===== config.mk =====
export PLATFORM = sky130hd
export DESIGN_NAME = ram_ctrl_flat
export DESIGN_NICKNAME = d
export VERILOG_FILES = /design/src/rtl/ram_ctrl_pkg.sv /design/src/rtl/ram_ctrl_if.sv /design/src/rtl/ram_ctrl.sv /design/src/flat_wrapper.sv
export SDC_FILE = /design/constraint.sdc
export NUM_CORES = 1
export LEC_CHECK = 0
export CAP_MARGIN = 20
export CELL_PAD_IN_SITES_DETAIL_PLACEMENT = 1
export CELL_PAD_IN_SITES_GLOBAL_PLACEMENT = 2
export CORE_UTILIZATION = 31
export DETAILED_ROUTE_END_ITERATION = 7
export PLACE_DENSITY = 0.89
export SETUP_SLACK_MARGIN = 0.1
export SLEW_MARGIN = 20
export SYNTH_ARGS = -nofsm -noshare
export SYNTH_HDL_FRONTEND = slang
export SYNTH_SLANG_ARGS = --single-unit
export TNS_END_PERCENT = 100

===== constraint.sdc =====
create_clock -name clk -period 2.7 [get_ports clk]
set_input_delay 0.27 -clock clk [delete_from_list [all_inputs] [get_ports clk]]
set_output_delay 0.27 -clock clk [all_outputs]
set_load 0.005 [all_outputs]

===== src/rtl/ram_ctrl_pkg.sv =====
// rtl/ram_ctrl_pkg.sv - shared widths, op/state enums and byte-lane helper for ram_ctrl
package ram_ctrl_pkg;

    localparam int BYTE  = 8;
    localparam int NBITS = 8;
    localparam int WORDS = 2 ** NBITS;
    localparam int WORD  = 32;

    typedef enum logic [1:0] {
        OP_READ  = 2'd0,
        OP_WRITE = 2'd1,
        OP_FETCH = 2'd2
    } mem_op_t;

    typedef enum logic [2:0] {
        IDLE,
        RD,
        WR,
        FT,
        RSP
    } ctrl_state_t;

    // Byte idx of a word in memory order; big-endian puts idx 0 in the top lane.
    function automatic logic [BYTE-1:0] word_byte(input logic [WORD-1:0] w,
                                                  input logic [1:0] idx,
                                                  input logic big);
        logic [1:0] lane;
        lane = big ? ~idx : idx;
        case (lane)
            2'd0:    word_byte = w[BYTE-1:0];
            2'd1:    word_byte = w[2*BYTE-1:BYTE];
            2'd2:    word_byte = w[3*BYTE-1:2*BYTE];
            default: word_byte = w[4*BYTE-1:3*BYTE];
        endcase
    endfunction

endpackage


===== src/rtl/ram_ctrl_if.sv =====
// rtl/ram_ctrl_if.sv - ram_bus: byte-wide synchronous RAM port shared by controller and RAM
interface ram_bus
    import ram_ctrl_pkg::*;
(
    input logic clk
);
    logic             we;
    logic [BYTE-1:0]  data;
    logic [NBITS-1:0] addr;
    logic [BYTE-1:0]  q;

    modport master (output we, output data, output addr, input q);
    modport slave  (input clk, input we, input data, input addr, output q);
endinterface


===== src/rtl/ram_ctrl.sv =====
// rtl/ram_ctrl.sv - word/fetch to byte-beat RAM controller; FETCH_SEXT_EN sign-extends fetched bytes
module ram_ctrl
    import ram_ctrl_pkg::*;
#(
    parameter bit BIG_ENDIAN = 1'b1
) (
    input  logic             clk,
    input  logic             reset,
    input  logic             req_valid,
    output logic             req_ready,
    input  logic [1:0]       req_op,
    input  logic [NBITS-1:0] req_addr,
    input  logic [WORD-1:0]  req_wdata,
    output logic             rsp_valid,
    output logic [WORD-1:0]  rsp_rdata,
    ram_bus.master           bus
);
    ctrl_state_t      state_q, state_d;
    logic [1:0]       beat_q, beat_d;
    logic [2:0]       cap_q, cap_d;
    logic [NBITS-1:0] base_q, base_d;
    logic [WORD-1:0]  wdata_q, wdata_d;
    logic [WORD-1:0]  word_q, word_d;
    logic             we_q, we_d;
    logic [NBITS-1:0] addr_q, addr_d;
    logic [BYTE-1:0]  data_q, data_d;
    logic             rsp_valid_q, rsp_valid_d;
    logic [WORD-1:0]  rsp_rdata_q, rsp_rdata_d;

    always_ff @(posedge clk) begin
        if (reset) begin
            state_q     <= IDLE;
            beat_q      <= 2'd0;
            cap_q       <= 3'd0;
            base_q      <= '0;
            wdata_q     <= '0;
            word_q      <= '0;
            we_q        <= 1'b0;
            addr_q      <= '0;
            data_q      <= '0;
            rsp_valid_q <= 1'b0;
            rsp_rdata_q <= '0;
        end else begin
            state_q     <= state_d;
            beat_q      <= beat_d;
            cap_q       <= cap_d;
            base_q      <= base_d;
            wdata_q     <= wdata_d;
            word_q      <= word_d;
            we_q        <= we_d;
            addr_q      <= addr_d;
            data_q      <= data_d;
            rsp_valid_q <= rsp_valid_d;
            rsp_rdata_q <= rsp_rdata_d;
        end
    end

    logic [1:0]      nxt_beat;
    logic [WORD-1:0] shifted;

    always_comb begin
        state_d     = state_q;
        beat_d      = beat_q;
        cap_d       = cap_q;
        base_d      = base_q;
        wdata_d     = wdata_q;
        word_d      = word_q;
        we_d        = 1'b0;
        addr_d      = addr_q;
        data_d      = data_q;
        rsp_valid_d = 1'b0;
        rsp_rdata_d = rsp_rdata_q;
        nxt_beat    = beat_q + 2'd1;
        shifted     = BIG_ENDIAN ? {word_q[WORD-BYTE-1:0], bus.q}
                                 : {bus.q, word_q[WORD-1:BYTE]};

        case (state_q)
            IDLE: begin
                beat_d = 2'd0;
                cap_d  = 3'd0;
                if (req_valid && req_ready) begin
                    base_d  = req_addr;
                    wdata_d = req_wdata;
                    case (mem_op_t'(req_op))
                        OP_WRITE: begin
                            state_d = WR;
                            we_d    = 1'b1;
                            addr_d  = req_addr;
                            data_d  = word_byte(req_wdata, 2'd0, BIG_ENDIAN);
                        end
                        OP_READ: begin
                            state_d = RD;
                            addr_d  = req_addr;
                        end
                        OP_FETCH: begin
                            state_d = FT;
                            addr_d  = req_addr;
                        end
                        // Reserved op answers in the very next cycle, so it never leaves IDLE.
                        default: begin
                            rsp_valid_d = 1'b1;
                            rsp_rdata_d = '0;
                        end
                    endcase
                end
            end
            WR: begin
                if (beat_q == 2'd3) begin
                    rsp_valid_d = 1'b1;
                    rsp_rdata_d = '0;
                    state_d     = IDLE;
                end else begin
                    beat_d = nxt_beat;
                    we_d   = 1'b1;
                    addr_d = base_q + NBITS'(nxt_beat);
                    data_d = word_byte(wdata_q, nxt_beat, BIG_ENDIAN);
                end
            end
            RD: begin
                cap_d = cap_q + 3'd1;
                if (beat_q != 2'd3) begin
                    beat_d = nxt_beat;
                    addr_d = base_q + NBITS'(nxt_beat);
                end
                // q lags addr by one cycle, so captures run one edge behind the beats.
                if (cap_q != 3'd0) begin
                    word_d = shifted;
                end
                if (cap_q == 3'd4) begin
                    rsp_valid_d = 1'b1;
                    rsp_rdata_d = shifted;
                    state_d     = IDLE;
                end
            end
            FT: begin
                cap_d = cap_q + 3'd1;
                if (cap_q == 3'd1) begin
                    rsp_valid_d = 1'b1;
`ifdef FETCH_SEXT_EN
                    rsp_rdata_d = {{(WORD-BYTE){bus.q[BYTE-1]}}, bus.q};
`else
                    rsp_rdata_d = {{(WORD-BYTE){1'b0}}, bus.q};
`endif
                    state_d     = IDLE;
                end
            end
            default: begin
                state_d = IDLE;
            end
        endcase
    end

    always_comb begin
        req_ready = (state_q == IDLE) && !reset;
        rsp_valid = rsp_valid_q;
        rsp_rdata = rsp_rdata_q;
        bus.we    = we_q;
        bus.addr  = addr_q;
        bus.data  = data_q;
    end
endmodule

===== src/flat_wrapper.sv =====
// flat-port wrapper written by rule: the top's interface ports become plain ports
module ram_ctrl_flat import ram_ctrl_pkg::*;
#(
    parameter bit BIG_ENDIAN = 1'b1
)
  (clk, reset, req_valid, req_ready, req_op, req_addr, req_wdata, rsp_valid, rsp_rdata, bus_we, bus_data, bus_addr, bus_q);
  ram_bus bus_i (.clk(clk));
  input  logic clk;
  input  logic reset;
  input  logic req_valid;
  output logic req_ready;
  input  logic [1:0] req_op;
  input  logic [NBITS-1:0] req_addr;
  input  logic [WORD-1:0] req_wdata;
  output logic rsp_valid;
  output logic [WORD-1:0] rsp_rdata;
  output wire logic [$bits(bus_i.we)-1:0] bus_we;
  output wire logic [$bits(bus_i.data)-1:0] bus_data;
  output wire logic [$bits(bus_i.addr)-1:0] bus_addr;
  input wire logic [$bits(bus_i.q)-1:0] bus_q;
  assign bus_we = bus_i.we;
  assign bus_data = bus_i.data;
  assign bus_addr = bus_i.addr;
  assign bus_i.q = bus_q;
  ram_ctrl #(.BIG_ENDIAN(BIG_ENDIAN)) u_core (.clk(clk), .reset(reset), .req_valid(req_valid), .req_ready(req_ready), .req_op(req_op), .req_addr(req_addr), .req_wdata(req_wdata), .rsp_valid(rsp_valid), .rsp_rdata(rsp_rdata), .bus(bus_i));
endmodule

==> flow_summary.toml <==
[setup_path]
worstReg2RegEnd = "u_core.bus.addr[4]"
worstPathRequired_ps = 2430
crit_family = "buffers and inverters"
crit_path_cell_trace = "inv_1 > ha_1 > nor2b_2 > clkdlybuf4s50_1"
startpoint_type = "flop"
crit_buf_inv = 2
reg2reg_from = "u_core.beat_q[0]"
cp_data_arrival_time_ps = 2130
cp_max_fo = 8
reg2reg_slack_ps = 450
crit_path_top_delay_cell = "clkdlybuf4s50_1"
end_kind = "primary output"
rr_worst_depth = 7
cpPeakStageDelay_ps = 540
crit_type = "flop to primary output"

[global_routing]
grt_antenna_before_repair = 0
grt_pass1_wl_mm = 23.0
grt_start_max_net_pins = 43
globalRouteTotalUtil = 0.175
grt.overflow.total = 0
grt_pass1_vias = 4597

[pwr]
p_per_area_nw_per_um2 = 737
seqPwrFrac = 0.389
p_int_w = 0.00383
pwr-share-comb = 0.144
p_sw_w = 0.00129
leakage_nw = 2.61
pwr-share-clk = 0.467
switching_share = 0.252
vdd_drop_max_mv = 0.421

[die]
core_um2 = 16000
dieArea_um2 = 17000
num_rows = 46
die_height_um = 131
ioPinCount = 104
start_util = 0.320
die_x_um = 131

[cells_and_area]
fillers = 1842
diodes = 0
nets = 730
drive_gt1_frac = 0.0770
area_growth_pct = 35.5

[timing]
worst_pin_slew_ps = 922
fin_skew_ps = 6.80
grt_setup_unrepaired = "false"
period_minus_slack_ps = 2400
holdWs_ps = 392
finalSetupViolCount = 0
fin_crit_sh = 0.888
slew_viol_final = 0
fmax_mhz = 417
finalHoldViolations = 0
max-slew-margin-rel = 0.385
tns_ps = 0

[cts]
cts_tree = "built"
cts_root_buffer = "clkbuf_16"
ctsResizeCount = 0
clk_pin_slew_ps = 60
htree_num_levels = 4
clockBufferDepth = 2
numCtsBuffers = 17
insertion_delay_ps = 410
cts_setup_buffers = 0
cts.sinks = 121
cts_hold_buf = 0

[worst_hold_path]
holdPathEnd = "u_core.wdata_q[16]"
worstHoldPathCells = 3
min_from = "req_wdata[16]"
min_path_type = "input port to flop"

[yosys]
ys.flop_type = "dfxtp_1"
synth_cells = 572
synth_area_um2 = 5120
yosysTopAreaCell = "dfxtp_1"
ys_types = 56
synthTopCellsByArea = "dfxtp_1 47%, nand2_1 10%, nand3b_1 4.8%"
synth_edf_count = 0
synth.avg_cell_area_um2 = 8.96
yosys_warnings = 0
synth_top_cell_area_share = 0.473
synth-seq-cells = 121
async_flop_share = 0
yosysSeqAreaShare = 0.473
syn-num-nets = 640

[detailed_routing]
drcViolationCount = 0
firstDrtPassIters = 5
drtIter0Drc = 249
vias_per_cell = 5.00
wl_per_cell_um = 16.1
ant_nets = 0
wirelength_mm = 14.4
via_count = 4455

[placement]
io_buffers = 103
place_congestion = 0.796
dpl.hpwl_mm = 10.0

[flow_run]
maxCapViolCount = 0

[outcome]
status = "complete, no violations"
==> cell families (layout without fill, tap and decap cells) <==
| kind of cell | after synthesis | after routing | share of synthesized area |
|---|---|---|---|
| AO/OA/AOI/OAI | 128 | 128 | 0.187 |
| XOR/XNOR | 5 | 5 | 0.00855 |
| adder cells (fa/ha/maj) | 15 | 15 | 0.0381 |
| buffers and inverters | 60 | 163 | 0.0518 |
| flip-flops | 121 | 121 | 0.473 |
| multiplexers | 17 | 17 | 0.0332 |
| AND/OR/NAND/NOR | 226 | 226 | 0.209 |
==> layout make-up <==
class | instances | area [um2] | share of cell area
well taps | 216 | 270 | 0.0389
multi-input cells | 391 | 2440 | 0.352
clock inverters | 14 | 198 | 0.0285
clock buffers | 18 | 429 | 0.0618
inverters | 19 | 71.3 | 0.0103
flip-flops and latches | 121 | 2420 | 0.349
repair buffers | 112 | 1110 | 0.159
==> power by group through the flow <==
stage	Clock [W]	Combinational, W	Sequential [W]
finish	0.00239	0.000735	0.00199
global route	0.00253	0.000802	0.00201
CTS	0.00246	0.000736	0.00199
detailed placement	0	0.000728	0.00203
global placement	0	0.000707	0.00202
floorplan	0	0.000408	0.00201
==> worst register-to-register path: stages (launching register included) <==
cell	delay, ps
dfxtp_1	400
inv_1	140
ha_1	380
fa_1	480
nand3_1	150
xor2_1	80
a2111o_1	430
a21oi_1	130
==> sequential cells by signal, summed over array words and instances, names as in the netlist <==
register          flops
u_core.rsp_valid      1
u_core.rsp_rdata     32
u_core.bus.addr       8
u_core.beat_q         2
u_core.base_q         8
u_core.wdata_q       32
u_core.bus.we         1
u_core.word_q        24
u_core.bus.data       8
u_core.state_q        2
u_core.cap_q          3
==> routing by layer <==
metal	GRT usage	wire, um	vias to the layer above	part of all wire
li1	-	-	2170	-
met3	0.0415	583	14	0.041
met1	0.215	6710	2168	0.47
met5	0	0	-	0
met2	0.303	6940	103	0.48
met4	0.0548	127	0	0.0088
==> per-stage QoR <==
stage | cells | area, um2 | setup WS, ps | utilization | power, W
after global placement | 859 | 6300 | 513 | 0.394 | 0.00273
after floorplan | 572 | 5120 | 715 | - | 0.00242
after detailed placement | 859 | 6300 | 381 | 0.394 | 0.00276
after global routing | 891 | 6940 | 146 | 0.434 | 0.00534
final | 891 | 6940 | 304 | 0.434 | 0.00512
after CTS | 891 | 6930 | 299 | 0.433 | 0.00519
==> cells in the mapped netlist (3+ instances only) <==
library cell	instances
nor2_1	19
dfxtp_1	121
o31ai_1	9
a22o_1	24
a222oi_1	7
nor3b_1	3
buf_2	14
nor2b_1	5
nand3_1	9
o21ai_1	4
mux2i_1	17
ha_1	14
clkbuf_1	21
a211oi_1	8
a2bb2oi_1	8
nand2b_1	3
o21ai_0	9
xnor2_1	3
nand2_1	139
a21oi_1	37
nand3b_1	33
inv_1	19
==> placed cells by master (no fill, tap or decap), types with 3 or more instances in the layout <==
master	n
clkbuf_16	17
nand2_1	139
mux2i_1	17
nor3b_1	3
xnor2_1	3
inv_1	19
a21oi_1	37
o21ai_0	9
dfxtp_1	121
nor2b_1	5
nand3b_1	33
nand3_1	9
a211oi_1	8
a2bb2oi_1	8
ha_1	14
nor2_1	19
clkdlybuf4s50_1	102
nand2b_1	3
buf_4	8
o21ai_1	4
a222oi_1	7
bufinv_16	4
clkinv_4	4
a22o_1	24
o31ai_1	9
==> worst max path at each step <==
stage	from	endpoint	slack, ps	depth (start not counted)
after floorplan	u_core.beat_q[0]	u_core.bus.addr[4]	720	7
after global placement	req_op[0]	u_core.rsp_rdata[28]	510	5
after detailed placement	req_valid	u_core.rsp_rdata[8]	380	5
after CTS	u_core.state_q[0]	req_ready	300	4
after global routing	u_core.state_q[1]	req_ready	150	4
final	u_core.state_q[0]	req_ready	300	4
No activity file was read; power rests on OpenSTA's default activity.
